`src/rtl/iopad_ns_driver.sv`:
```
// ----------------------------------------------------------------------------
// iopad_ns_driver
//
// Drives a group of bidirectional pads from a core-side valid/ready stream.
// A turnaround FSM (IDLE -> LEAD -> DRIVE -> TRAIL -> IDLE) keeps the pad
// drivers off for TURN_CYCLES guard cycles before enabling them and after
// releasing them, so two drivers never contend on the shared pad net.
// The tristate buffers themselves live in the top level.
//
// Parameters:
//   WIDTH        number of pads in the group
//   TURN_CYCLES  guard cycles before drive and after release (>= 1)
//   HOLD_CYCLES  cycles each accepted word is driven (>= 1)
//
// Ports:
//   clk           clock
//   rst           synchronous active-high reset
//   tx_valid      core word valid
//   tx_ready      block accepts a word this cycle (state/counter decode only)
//   tx_data       word to drive
//   tx_last       last word of burst; pads are released after it
//   iopad_out     pad output data (registered)
//   iopad_oe      pad output enable, active-high (registered)
//   iopad_in      pad readback value from the input buffer
//   err_clr       clears readback_err
//   readback_err  sticky readback mismatch flag
//   busy          high whenever the FSM is not in IDLE
//
// Build option:
//   IOPAD_READBACK_EN  when defined, the pad value is compared against the
//                      driven word on the last DRIVE cycle of each word and a
//                      mismatch sets readback_err. When undefined,
//                      readback_err is tied low and iopad_in/err_clr are
//                      ignored.
// ----------------------------------------------------------------------------
module iopad_ns_driver #(
    parameter int WIDTH       = 3,
    parameter int TURN_CYCLES = 2,
    parameter int HOLD_CYCLES = 1
) (
    input  logic             clk,
    input  logic             rst,
    input  logic             tx_valid,
    output logic             tx_ready,
    input  logic [WIDTH-1:0] tx_data,
    input  logic             tx_last,
    output logic [WIDTH-1:0] iopad_out,
    output logic             iopad_oe,
    input  logic [WIDTH-1:0] iopad_in,
    input  logic             err_clr,
    output logic             readback_err,
    output logic             busy
);

    localparam int CNT_MAX = (TURN_CYCLES > HOLD_CYCLES) ? TURN_CYCLES : HOLD_CYCLES;
    localparam int CW      = $clog2(CNT_MAX + 1);

    localparam logic [CW-1:0] TURN_LD = CW'(TURN_CYCLES - 1);
    localparam logic [CW-1:0] HOLD_LD = CW'(HOLD_CYCLES - 1);

    typedef enum logic [1:0] {
        S_IDLE  = 2'd0,
        S_LEAD  = 2'd1,
        S_DRIVE = 2'd2,
        S_TRAIL = 2'd3
    } state_t;

    state_t           r_state;
    state_t           w_next;
    logic [CW-1:0]    r_cnt;
    logic [CW-1:0]    w_cnt_nxt;
    logic [WIDTH-1:0] r_data;
    logic             r_last;
    logic             r_oe;

    logic             w_cnt_zero;
    logic             w_ready;
    logic             w_load;
    logic             w_xfer;

    assign w_cnt_zero = (r_cnt == '0);
    assign w_xfer     = tx_valid & w_ready;

    // ------------------------------------------------------------------
    // State register
    // ------------------------------------------------------------------
    always_ff @(posedge clk) begin
        if (rst) begin
            r_state <= S_IDLE;
        end else begin
            r_state <= w_next;
        end
    end

    // ------------------------------------------------------------------
    // Next-state logic
    // ------------------------------------------------------------------
    always_comb begin
        w_next = r_state;
        case (r_state)
            S_IDLE:  if (w_xfer)     w_next = S_LEAD;
            S_LEAD:  if (w_cnt_zero) w_next = S_DRIVE;
            // A word accepted on the final hold cycle keeps us in DRIVE so
            // the enable never drops between back-to-back words.
            S_DRIVE: if (w_cnt_zero) w_next = w_xfer ? S_DRIVE : S_TRAIL;
            S_TRAIL: if (w_cnt_zero) w_next = S_IDLE;
            default: w_next = S_IDLE;
        endcase
    end

    // ------------------------------------------------------------------
    // Output / datapath-control decode
    // ------------------------------------------------------------------
    always_comb begin
        w_ready   = 1'b0;
        w_load    = 1'b0;
        // Free-running countdown that saturates at zero.
        w_cnt_nxt = w_cnt_zero ? '0 : (r_cnt - CW'(1));
        case (r_state)
            S_IDLE: begin
                w_ready = 1'b1;
                if (tx_valid) begin
                    w_load    = 1'b1;
                    w_cnt_nxt = TURN_LD;
                end
            end
            S_LEAD: begin
                if (w_cnt_zero) w_cnt_nxt = HOLD_LD;
            end
            S_DRIVE: begin
                // Ready only on the last hold cycle of a non-final word;
                // decoded from state/counter/latched last, never tx_valid.
                w_ready = w_cnt_zero & ~r_last;
                if (w_cnt_zero) begin
                    if (tx_valid && w_ready) begin
                        w_load    = 1'b1;
                        w_cnt_nxt = HOLD_LD;
                    end else begin
                        w_cnt_nxt = TURN_LD;
                    end
                end
            end
            S_TRAIL: begin
                w_ready = 1'b0;
            end
            default: begin
                w_ready = 1'b0;
            end
        endcase
    end

    // ------------------------------------------------------------------
    // Counter, latched word, registered pad controls
    // ------------------------------------------------------------------
    always_ff @(posedge clk) begin
        if (rst) begin
            r_cnt  <= '0;
            r_data <= '0;
            r_last <= 1'b0;
            r_oe   <= 1'b0;
        end else begin
            r_cnt <= w_cnt_nxt;
            if (w_load) begin
                r_data <= tx_data;
                r_last <= tx_last;
            end
            // Enable is registered from the next state so it rises on the
            // edge that enters DRIVE and falls on the edge that leaves it.
            r_oe <= (w_next == S_DRIVE);
        end
    end

    assign tx_ready  = w_ready;
    assign busy      = (r_state != S_IDLE);
    assign iopad_out = r_data;
    assign iopad_oe  = r_oe;

    // ------------------------------------------------------------------
    // Optional pad readback check
    // ------------------------------------------------------------------
`ifdef IOPAD_READBACK_EN
    logic w_rb_fail;
    logic r_rb_err;

    // Sample on the last hold cycle, when the pad has settled longest.
    assign w_rb_fail = (r_state == S_DRIVE) & w_cnt_zero & (iopad_in != r_data);

    always_ff @(posedge clk) begin
        if (rst) begin
            r_rb_err <= 1'b0;
        end else if (w_rb_fail) begin
            r_rb_err <= 1'b1;   // a new mismatch beats a same-cycle clear
        end else if (err_clr) begin
            r_rb_err <= 1'b0;
        end
    end

    assign readback_err = r_rb_err;
`else
    logic w_unused_rb;
    assign w_unused_rb  = ^{iopad_in, err_clr};
    assign readback_err = 1'b0;
`endif

endmodule

```
`config.mk`:
```
export PLATFORM = sky130hd
export DESIGN_NAME = iopad_ns_driver
export DESIGN_NICKNAME = d
export VERILOG_FILES = /design/src/rtl/iopad_ns_driver.sv
export SDC_FILE = /design/constraint.sdc
export NUM_CORES = 1
export LEC_CHECK = 0
export ABC_AREA = 1
export BUFFER_PORTS_ARGS = -buffer_cell sky130_fd_sc_hd__buf_2
export CORE_UTILIZATION = 29
export DETAILED_ROUTE_END_ITERATION = 8
export GPL_TIMING_DRIVEN = 1
export PLACE_DENSITY_LB_ADDON = 0.12
export SKIP_CTS_REPAIR_TIMING = 1
export SYNTH_ARGS = -nofsm -noshare
export SYNTH_HDL_FRONTEND = slang
export SYNTH_SLANG_ARGS = --single-unit
```
`constraint.sdc`:
```
create_clock -name clk -period 0.85 [get_ports clk]
set_input_delay 0.085 -clock clk [delete_from_list [all_inputs] [get_ports clk]]
set_output_delay 0.085 -clock clk [all_outputs]
set_load 0.005 [all_outputs]
```
==> results of run 1 <==
cell type report:
| type | count | area, um^2 | share of cell area |
|---|---|---|---|
| Clock buffer | 3 | 22.52 | 0.03010 |
| Clock inverter | 1 | 5.005 | 0.006689 |
| Inverter | 14 | 56.30 | 0.07525 |
| Multi-Input combinational cell | 42 | 255.2 | 0.3411 |
| Sequential cell | 9 | 190.2 | 0.2542 |
| Tap cell | 16 | 20.02 | 0.02676 |
| Timing Repair Buffer | 26 | 198.9 | 0.2659 |
state kept, by name, summed over array words and instances (netlist names):
name,count
r_cnt,2
iopad_oe,1
r_state,2
r_last,1
iopad_out,3
cell usage after synthesis:
library cell  number  area share
a21oi_1            5       0.054
a21oi_2            1       0.019
buf_4              2       0.032
clkinv_2           1       0.011
conb_1             1      0.0081
dfxtp_1            9        0.39
inv_1             12       0.097
inv_2              1      0.0081
nand2_1           10       0.081
nand2_2            1       0.013
nand2_4            1       0.024
nand3_1            8       0.086
nand3_2            1       0.022
nand4_1            2       0.027
nor2_1             8       0.065
nor2_2             1       0.013
nor2_4             1       0.024
o21a_2             1       0.019
o21ai_0            1       0.011
where the power goes:
group	leakage, nW	switching, W	internal (W)	total (W)
combinational	0.302	0.000205	0.000242	0.000447
sequential	0.0764	0.0000347	0.000467	0.000501
clock	0.0177	0.000167	0.000174	0.000341
worst register-to-register path: stages, from the launching register on:
cell	delay (ns)
dfxtp_2	0.34
nor2_4	0.14
nand3_2	0.11
nand2_4	0.10
buf_4	0.12
nand3_1	0.06
nand2_1	0.06
nor2_1	0.04
worst paths after layout:
kind | start | to | slack [ns] | depth (start not counted)
min reg2reg | iopad_out[0] | iopad_out[0] | 0.48 | 2
max | r_cnt[0] | tx_ready | -0.28 | 4
max reg2reg | r_cnt[0] | iopad_out[1] | -0.21 | 7
min | tx_data[0] | iopad_out[0] | 0.14 | 5
through the flow:
stage / util / TNS (ns)
after detailed placement: 0.3887 / -0.8157
after global placement: 0.3887 / -0.7593
final: 0.4967 / -1.631
after floorplan: - / -0.3363
after global routing: 0.4967 / -2.183
after CTS: 0.4070 / -1.472
layer usage:
| metal | routed length, um | share of wire |
|---|---|---|
| met2 | 476 | 0.45 |
| met4 | 0 | 0 |
| met5 | 0 | 0 |
| met3 | 56 | 0.053 |
| met1 | 515 | 0.49 |
logic make-up after synthesis:
kind of cell           count (synthesis)  share of synthesized area
and+or+nand+nor                       33                     0.3549
buffers and inverters                 16                     0.1478
DFF                                    9                     0.3871
AOI/OAI and AO/OA                      8                     0.1021
other                                  1                   0.008057
==> impl_metrics.env, run 1 <==
export IMPL_status="finished with violations"
export IMPL_violations="setup timing"
export IMPL_syn_inst=67
export IMPL_die_area_um2=1769
export IMPL_yosysSeqAreaShare=0.3871
export IMPL_rsz0062_at_grt="true"
export IMPL_final_cell_mix="10 x buf_2, 9 x inv_1, 8 x buf_4, 7 x nand3_1, 7 x buf_6"
export IMPL_hold_viol=0
export IMPL_start_kind="register"
export IMPL_use_met1=0.1618
export IMPL_syn_area_per_cell_um2=6.947
export IMPL_min_period_over_period=1.326
export IMPL_dr_pass1_iters=4
export IMPL_cp_cell_sequence="nor2_4, nand3_2, nand2_4, buf_6"
export IMPL_via_per_inst=4.342
export IMPL_period_needed_ns=1.127
export IMPL_fmax_ghz=0.8872
export IMPL_rows=14
export IMPL_critPathMaxFanout=5
export IMPL_grtUsageTotal=0.1215
export IMPL_p_per_area_nw_per_um2=1723
export IMPL_root_buffer="clkbuf_4"
export IMPL_cts_made_buffers=3
export IMPL_met2_usage=0.1594
export IMPL_clkLatencyLatePin_ns=0.26
export IMPL_clock_sinks=9
export IMPL_synth_area_um2=465.4
export IMPL_syn_num_nets=78
export IMPL_drv_cap=0
export IMPL_layout_drive_gt1_share=0.5579
export IMPL_cp_data_required_time_ns=0.76
export IMPL_finalNonFillerCells=111
export IMPL_core_area_um2=1506
export IMPL_path_clk_slew_ns=0.07
export IMPL_synth_cell_types=19
export IMPL_dp_cells=100
export IMPL_die_x_um=42.06
export IMPL_top_usage_layer="met1"
export IMPL_cpPeakStageDelay_ns=0.34
export IMPL_slowest_stage="dfxtp_2"
export IMPL_arrival_ns=1.04
export IMPL_diodes=0
export IMPL_whs_ns=0.1363
export IMPL_worstHoldPathType="input port to register"
export IMPL_globalplace_congestion=0.7046
export IMPL_cellLeakagePower_nw=0.3956
export IMPL_cp_top_family="simple AND/OR/NAND/NOR gates"
export IMPL_crit_type="register to output port"
export IMPL_grt_max_degree=10
export IMPL_yosysWarnings=0
export IMPL_ctsLongestPathBuffers=2
export IMPL_nets=107
export IMPL_pin_count=18
export IMPL_dp_slack_ns=-0.1269
export IMPL_initial_utilization=0.3090
export IMPL_fillers=153
export IMPL_max_vdd_ir_drop_mv=1.005
export IMPL_postLayoutCellArea_um2=748.2
export IMPL_route_detailed_drc=0
export IMPL_cts_tree="done"
export IMPL_setup_viol=10
export IMPL_hpwlAfterDp_um=727.3
export IMPL_p_total_w=0.001289
export IMPL_vias=482
export IMPL_grt_pass1_wl_um=1587
export IMPL_routed_wl_um=1048
export IMPL_htree_levels=1
export IMPL_clock_skew_ns=0.001016
export IMPL_numPortBuffers=12
export IMPL_grtUsageMet3=0.06466
export IMPL_setup_ws_ns=-0.2772
export IMPL_mostFrequentLayoutCell="buf_2"
export IMPL_area_growth_synth_to_final_pct=60.75
export IMPL_ant_nets=0
export IMPL_cp_end_kind="output port"
export IMPL_antenna_found_initial=0
export IMPL_first_iter_violations=6
export IMPL_worst_path_buf_inv=1
export IMPL_wire_per_inst_um=9.441
export IMPL_die_h_um=42.06
export IMPL_synth_seq_cells=9
export IMPL_grt_pass1_vias=396
export IMPL_slew_violations=0
export IMPL_dpl_cell_area_um2=585.6
export IMPL_grt_overflow=0
(Power assumes the default switching activity.)
==> run 2, diff against run 1 <==
- ABC_AREA: 1 -> unset
==> run 2 against run 1 <==
The flow still finishes with violations (setup timing). Global-route usage rose by 1.7 points. Final area fell by 11%. Cell count fell by 20%. Total power rose by 3.8%. Non-clock buffer count fell by 4. Critical endpoint unchanged. Critical path type unchanged. Combinational power rose by 4.7%. Sequential cell count did not move. Critical path depth fell by 1.
==> impl_metrics.env, run 2 <==
export IMPL_die_area_um2=1665
export IMPL_synth_seq_cells=9
export IMPL_ctsLongestPathBuffers=2
export IMPL_die_h_um=40.81
export IMPL_synth_most_common_cell="dfxtp_1"
export IMPL_yosysWarnings=0
export IMPL_worstHoldStart="tx_data[0]"
export IMPL_holdPathEnd="iopad_out[0]"
export IMPL_grt_max_degree=11
export IMPL_htree_levels=1
export IMPL_yosysSeqAreaShare=0.4126
export IMPL_min_period_over_period=1.377
export IMPL_rows=13
export IMPL_grtUsageTotal=0.1390
export IMPL_synth_area_um2=436.7
export IMPL_clock_skew_ns=0.003242
export IMPL_cpPeakStageDelay_ns=0.37
export IMPL_rsz0062_at_grt="true"
export IMPL_synth_flop_cell="dfxtp_1"
export IMPL_grt_overflow=0
export IMPL_final_setup_tns_ns=-1.942
export IMPL_final_util=0.4940
export IMPL_fmax_ghz=0.8543
export IMPL_cp_top_family="flip-flops"
export IMPL_core_area_um2=1350
export IMPL_dp_slack_ns=-0.1639
export IMPL_cp_cell_sequence="o31a_1, nor2_1, buf_2"
export IMPL_syn_num_nets=62
export IMPL_netlist_area_leader_share=0.4126
export IMPL_postLayoutCellArea_um2=666.9
export IMPL_slowest_stage="dfxtp_2"
export IMPL_die_x_um=40.81
export IMPL_dr_pass1_iters=4
export IMPL_final_cell_mix="11 x buf_2, 9 x buf_4, 5 x nor2_1"
export IMPL_synth_edf_count=0
export IMPL_grt_pass1_vias=340
export IMPL_wire_per_inst_um=11.43
export IMPL_r2r_start="r_cnt[0]"
export IMPL_r2r_end="iopad_out[0]"
export IMPL_critPathMaxFanout=6
export IMPL_dpl_cell_area_um2=549.3
export IMPL_mostFrequentLayoutCell="buf_2"
export IMPL_hold_viol=0
export IMPL_async_reset_ff_frac=0
export IMPL_vias=439
export IMPL_numPortBuffers=12
export IMPL_hpwlAfterDp_um=690.9
export IMPL_whs_path_depth=3
export IMPL_route_detailed_drc=0
export IMPL_setup_ws_ns=-0.3205
export IMPL_violations="setup timing"
export IMPL_globalplace_congestion=0.7359
export IMPL_r2r_slack_ns=-0.24
export IMPL_layout_drive_gt1_share=0.5676
export IMPL_syn_area_per_cell_um2=8.562
export IMPL_path_clk_slew_ns=0.06
export IMPL_cts_tree="done"
export IMPL_pin_count=18
export IMPL_crit_type="register to output port"
export IMPL_arrival_ns=1.09
export IMPL_synthTopCellsByCount="9 x dfxtp_1, 5 x a21oi_1, 5 x nor2_1, 4 x nand3_1, 3 x o21ai_1"
export IMPL_antenna_found_initial=0
export IMPL_start_kind="register"
export IMPL_area_growth_synth_to_final_pct=52.72
export IMPL_diodes=0
export IMPL_largest_reg_flops=3
export IMPL_drv_cap=0
export IMPL_root_buffer="clkbuf_4"
export IMPL_period_needed_ns=1.171
export IMPL_r2r_cells=4
export IMPL_fillers=144
export IMPL_nets=86
export IMPL_worstHoldPathType="input port to register"
export IMPL_grt_pass1_wl_um=1476
export IMPL_slew_violations=0
export IMPL_cp_end_kind="output port"
export IMPL_routed_wl_um=1017
export IMPL_p_per_area_nw_per_um2=2007
export IMPL_clock_sinks=9
export IMPL_worst_path_buf_inv=1
export IMPL_post_synth_top_area_cell="dfxtp_1"
export IMPL_max_vdd_ir_drop_mv=0.7736
export IMPL_first_iter_violations=5
export IMPL_whs_ns=0.08055
export IMPL_cp_data_required_time_ns=0.76
export IMPL_initial_utilization=0.3234
export IMPL_syn_inst=51
export IMPL_setup_viol=10
export IMPL_synth_cell_types=28
export IMPL_cellLeakagePower_nw=0.2878
export IMPL_status="finished with violations"
export IMPL_ant_nets=0
export IMPL_synth_top_cells_by_area="dfxtp_1 41%, a21oi_1 5.7%, nand3_1 4.6%, nor2_1 4.3%, o21ai_1 3.4%"
export IMPL_clkLatencyLatePin_ns=0.25
export IMPL_via_per_inst=4.933
export IMPL_cts_made_buffers=3
==> run 2: layout make-up <==
cell class	instances	area, um^2	share of cell area
Tap cell	15	18.77	0.02814
Clock buffer	4	26.28	0.03940
Inverter	1	3.754	0.005629
Multi-Input combinational cell	38	281.5	0.4221
Sequential cell	9	191.4	0.2871
Timing Repair Buffer	22	145.1	0.2176
==> run 2: power by group <==
group          total [W]  switching, W  internal [W]  leakage [nW]
logic           0.000468      0.000192      0.000276         0.196
registers       0.000543     0.0000615      0.000482        0.0764
clock network   0.000327      0.000146      0.000181        0.0150
==> run 2: through the flow <==
step                std cells   power, W
floorplan                  51  0.0007796
global placement           81  0.0009241
detailed placement         81  0.0009164
CTS                        85   0.001257
global route               89   0.001433
finish                     89   0.001338
==> run 2: worst max path at each step <==
stage / start / endpoint / cells past startpoint
floorplan: r_cnt[1] / iopad_out[0] / 3
global placement: r_cnt[1] / iopad_out[1] / 3
detailed placement: r_cnt[1] / iopad_out[0] / 3
CTS: r_cnt[1] / tx_ready / 3
global route: r_cnt[0] / tx_ready / 3
finish: r_cnt[0] / tx_ready / 3
==> run 2: routing by layer <==
metal  global-route usage  wire length [um]  up-vias
met5                    0                 0        -
met4              0.07500                 0        0
met3              0.03261                39        0
met2               0.1602               458        9
met1               0.2208               519      208
li1                     -                 -      222
==> run 2: tightest hold or removal path: cells and delay by family <==
| kind | cells | cell delay, ns |
|---|---|---|
| buf+inv | 1 | 0.10 |
| simple gates | 1 | 0.05 |
| compound gates | 1 | 0.05 |
==> run 2: cell families (layout without fill, tap and decap cells) <==
family	Yosys count	after routing	synth area share
buf+inv	4	27	0.05157
other cells	1	1	0.008588
flops	9	9	0.4126
xor+xnor	1	1	0.02006
simple gates	21	21	0.2894
compound gates	15	15	0.2178
==> run 3, diff against run 2 <==
- CTS_BUF_LIST: unset -> sky130_fd_sc_hd__clkbuf_8
- PLACE_DENSITY: unset -> 0.61
- PLACE_DENSITY_LB_ADDON: 0.12 -> unset
==> run 3 against run 2 <==
The flow still finishes with violations (setup timing). Global-route usage down 1.2 points. Critical path depth unchanged. Clock skew down 0.0025 ns. Final area down 6.0%. Routed wire length down 7.9%. Largest power group unchanged.
==> impl_metrics.env, run 3 (synthesized netlist as in run 2, its figures left out) <==
export IMPL_status="finished with violations"
export IMPL_violations="setup timing"
export IMPL_globalplace_congestion=0.7250
export IMPL_core_area_um2=1350
export IMPL_cellLeakagePower_nw=0.2699
export IMPL_route_detailed_drc=0
export IMPL_dp_slack_ns=-0.1619
export IMPL_start_kind="register"
export IMPL_largest_reg_flops=3
export IMPL_nets=81
export IMPL_final_util=0.4643
export IMPL_r2r_end="iopad_out[1]"
export IMPL_holdPathEnd="r_last"
export IMPL_grt_max_degree=11
export IMPL_top_layer_used="met4"
export IMPL_layout_drive_gt1_share=0.4928
export IMPL_pin_count=18
export IMPL_final_cell_mix="11 x buf_2, 5 x nor2_1, 4 x a21oi_1, 4 x dfxtp_1, 4 x buf_4"
export IMPL_mostFrequentLayoutCell="buf_2"
export IMPL_initial_utilization=0.3234
export IMPL_wire_per_inst_um=11.15
export IMPL_crit_type="register to output port"
export IMPL_rsz0062_at_grt="true"
export IMPL_dpl_cell_area_um2=526.8
export IMPL_setup_ws_ns=-0.3382
export IMPL_numPortBuffers=12
export IMPL_slew_violations=0
export IMPL_cp_end_kind="output port"
export IMPL_r2r_cells=4
export IMPL_worstHoldStart="tx_last"
export IMPL_path_clk_slew_ns=0.04
export IMPL_hold_viol=0
export IMPL_htree_levels=1
export IMPL_grt_pass1_vias=319
export IMPL_grt_overflow=0
export IMPL_fmax_ghz=0.8416
export IMPL_hpwlAfterDp_um=681.1
export IMPL_ant_nets=0
export IMPL_first_iter_violations=5
export IMPL_r2r_start="r_cnt[1]"
export IMPL_drv_cap=0
export IMPL_vias=414
export IMPL_p_per_area_nw_per_um2=2286
export IMPL_arrival_ns=1.10
export IMPL_grt_pass1_wl_um=1304
export IMPL_grtUsageTotal=0.1270
export IMPL_met2_length_um=439
export IMPL_clock_sinks=9
export IMPL_clkLatencyLatePin_ns=0.23
export IMPL_dr_pass1_iters=2
export IMPL_rows=13
export IMPL_cp_data_required_time_ns=0.76
export IMPL_antenna_found_initial=0
export IMPL_fillers=140
export IMPL_finalNonFillerCells=84
export IMPL_whs_path_depth=3
export IMPL_postLayoutCellArea_um2=626.9
export IMPL_diodes=0
export IMPL_r2r_slack_ns=-0.24
export IMPL_period_needed_ns=1.188
export IMPL_die_x_um=40.81
export IMPL_cts_tree="done"
export IMPL_wl_met1_um=425
export IMPL_via_per_inst=4.929
export IMPL_setup_viol=10
export IMPL_min_period_over_period=1.398
export IMPL_area_growth_synth_to_final_pct=43.55
export IMPL_root_buffer="clkbuf_8"
export IMPL_die_area_um2=1665
export IMPL_die_h_um=40.81
export IMPL_clock_skew_ns=0.0007813
export IMPL_ctsLongestPathBuffers=2
export IMPL_critPathMaxFanout=5
export IMPL_routed_wl_um=937
export IMPL_dp_cells=78
export IMPL_max_vdd_ir_drop_mv=0.8769
export IMPL_cts_made_buffers=3
export IMPL_wl_met3_um=51
export IMPL_worstHoldPathType="input port to register"
==> run 3: how the worst max path moves through the flow <==
stage / startpoint / endpoint / slack [ns]
after floorplan: r_cnt[1] / iopad_out[0] / -0.12
after global placement: r_state[1] / iopad_oe / -0.15
after detailed placement: r_cnt[1] / iopad_out[2] / -0.16
after CTS: r_cnt[1] / tx_ready / -0.37
after global routing: r_cnt[1] / tx_ready / -0.40
final: r_cnt[1] / tx_ready / -0.34
==> run 3: stage by stage <==
step | TNS, ns | hold WS, ns | power (W)
2_1_floorplan | -0.4900 | 0.2327 | 0.0007796
3_3_place_gp | -1.091 | 0.3460 | 0.0008921
3_5_place_dp | -1.124 | 0.3494 | 0.0008978
4_1_cts | -1.703 | 0.1063 | 0.001380
5_1_grt | -2.013 | 0.1021 | 0.001519
6_report | -1.526 | 0.09496 | 0.001433
==> run 3: area by class of cell <==
cell class                      count  area (um^2)  area share
Clock buffer                        3        41.29     0.06587
Clock inverter                      1        3.754    0.005988
Inverter                            1        3.754    0.005988
Multi-Input combinational cell     38        257.7      0.4112
Sequential cell                     9        193.9      0.3094
Tap cell                           15        18.77     0.02994
Timing Repair Buffer               17        107.6      0.1717
==> run 3: metal layers <==
layer | GRT usage | up-vias
met5 | 0 | -
met4 | 0.1000 | 0
met3 | 0.06522 | 5
met2 | 0.1758 | 9
met1 | 0.1438 | 186
li1 | - | 214
==> run 3: worst max-delay path, stage by stage, from the launching register on <==
cell and delay, ns:
dfxtp_4 0.35, o31a_1 0.32, nor2_1 0.09, buf_2 0.11
==> run 3: power by group <==
part	total, W	leakage (nW)	internal (W)	switching (W)
Combinational	0.000405	0.166	0.000237	0.000168
Sequential	0.000551	0.0767	0.000487	0.0000642
Clock	0.000477	0.0269	0.000314	0.000163
Total	0.00143	0.270	0.00104	0.000395
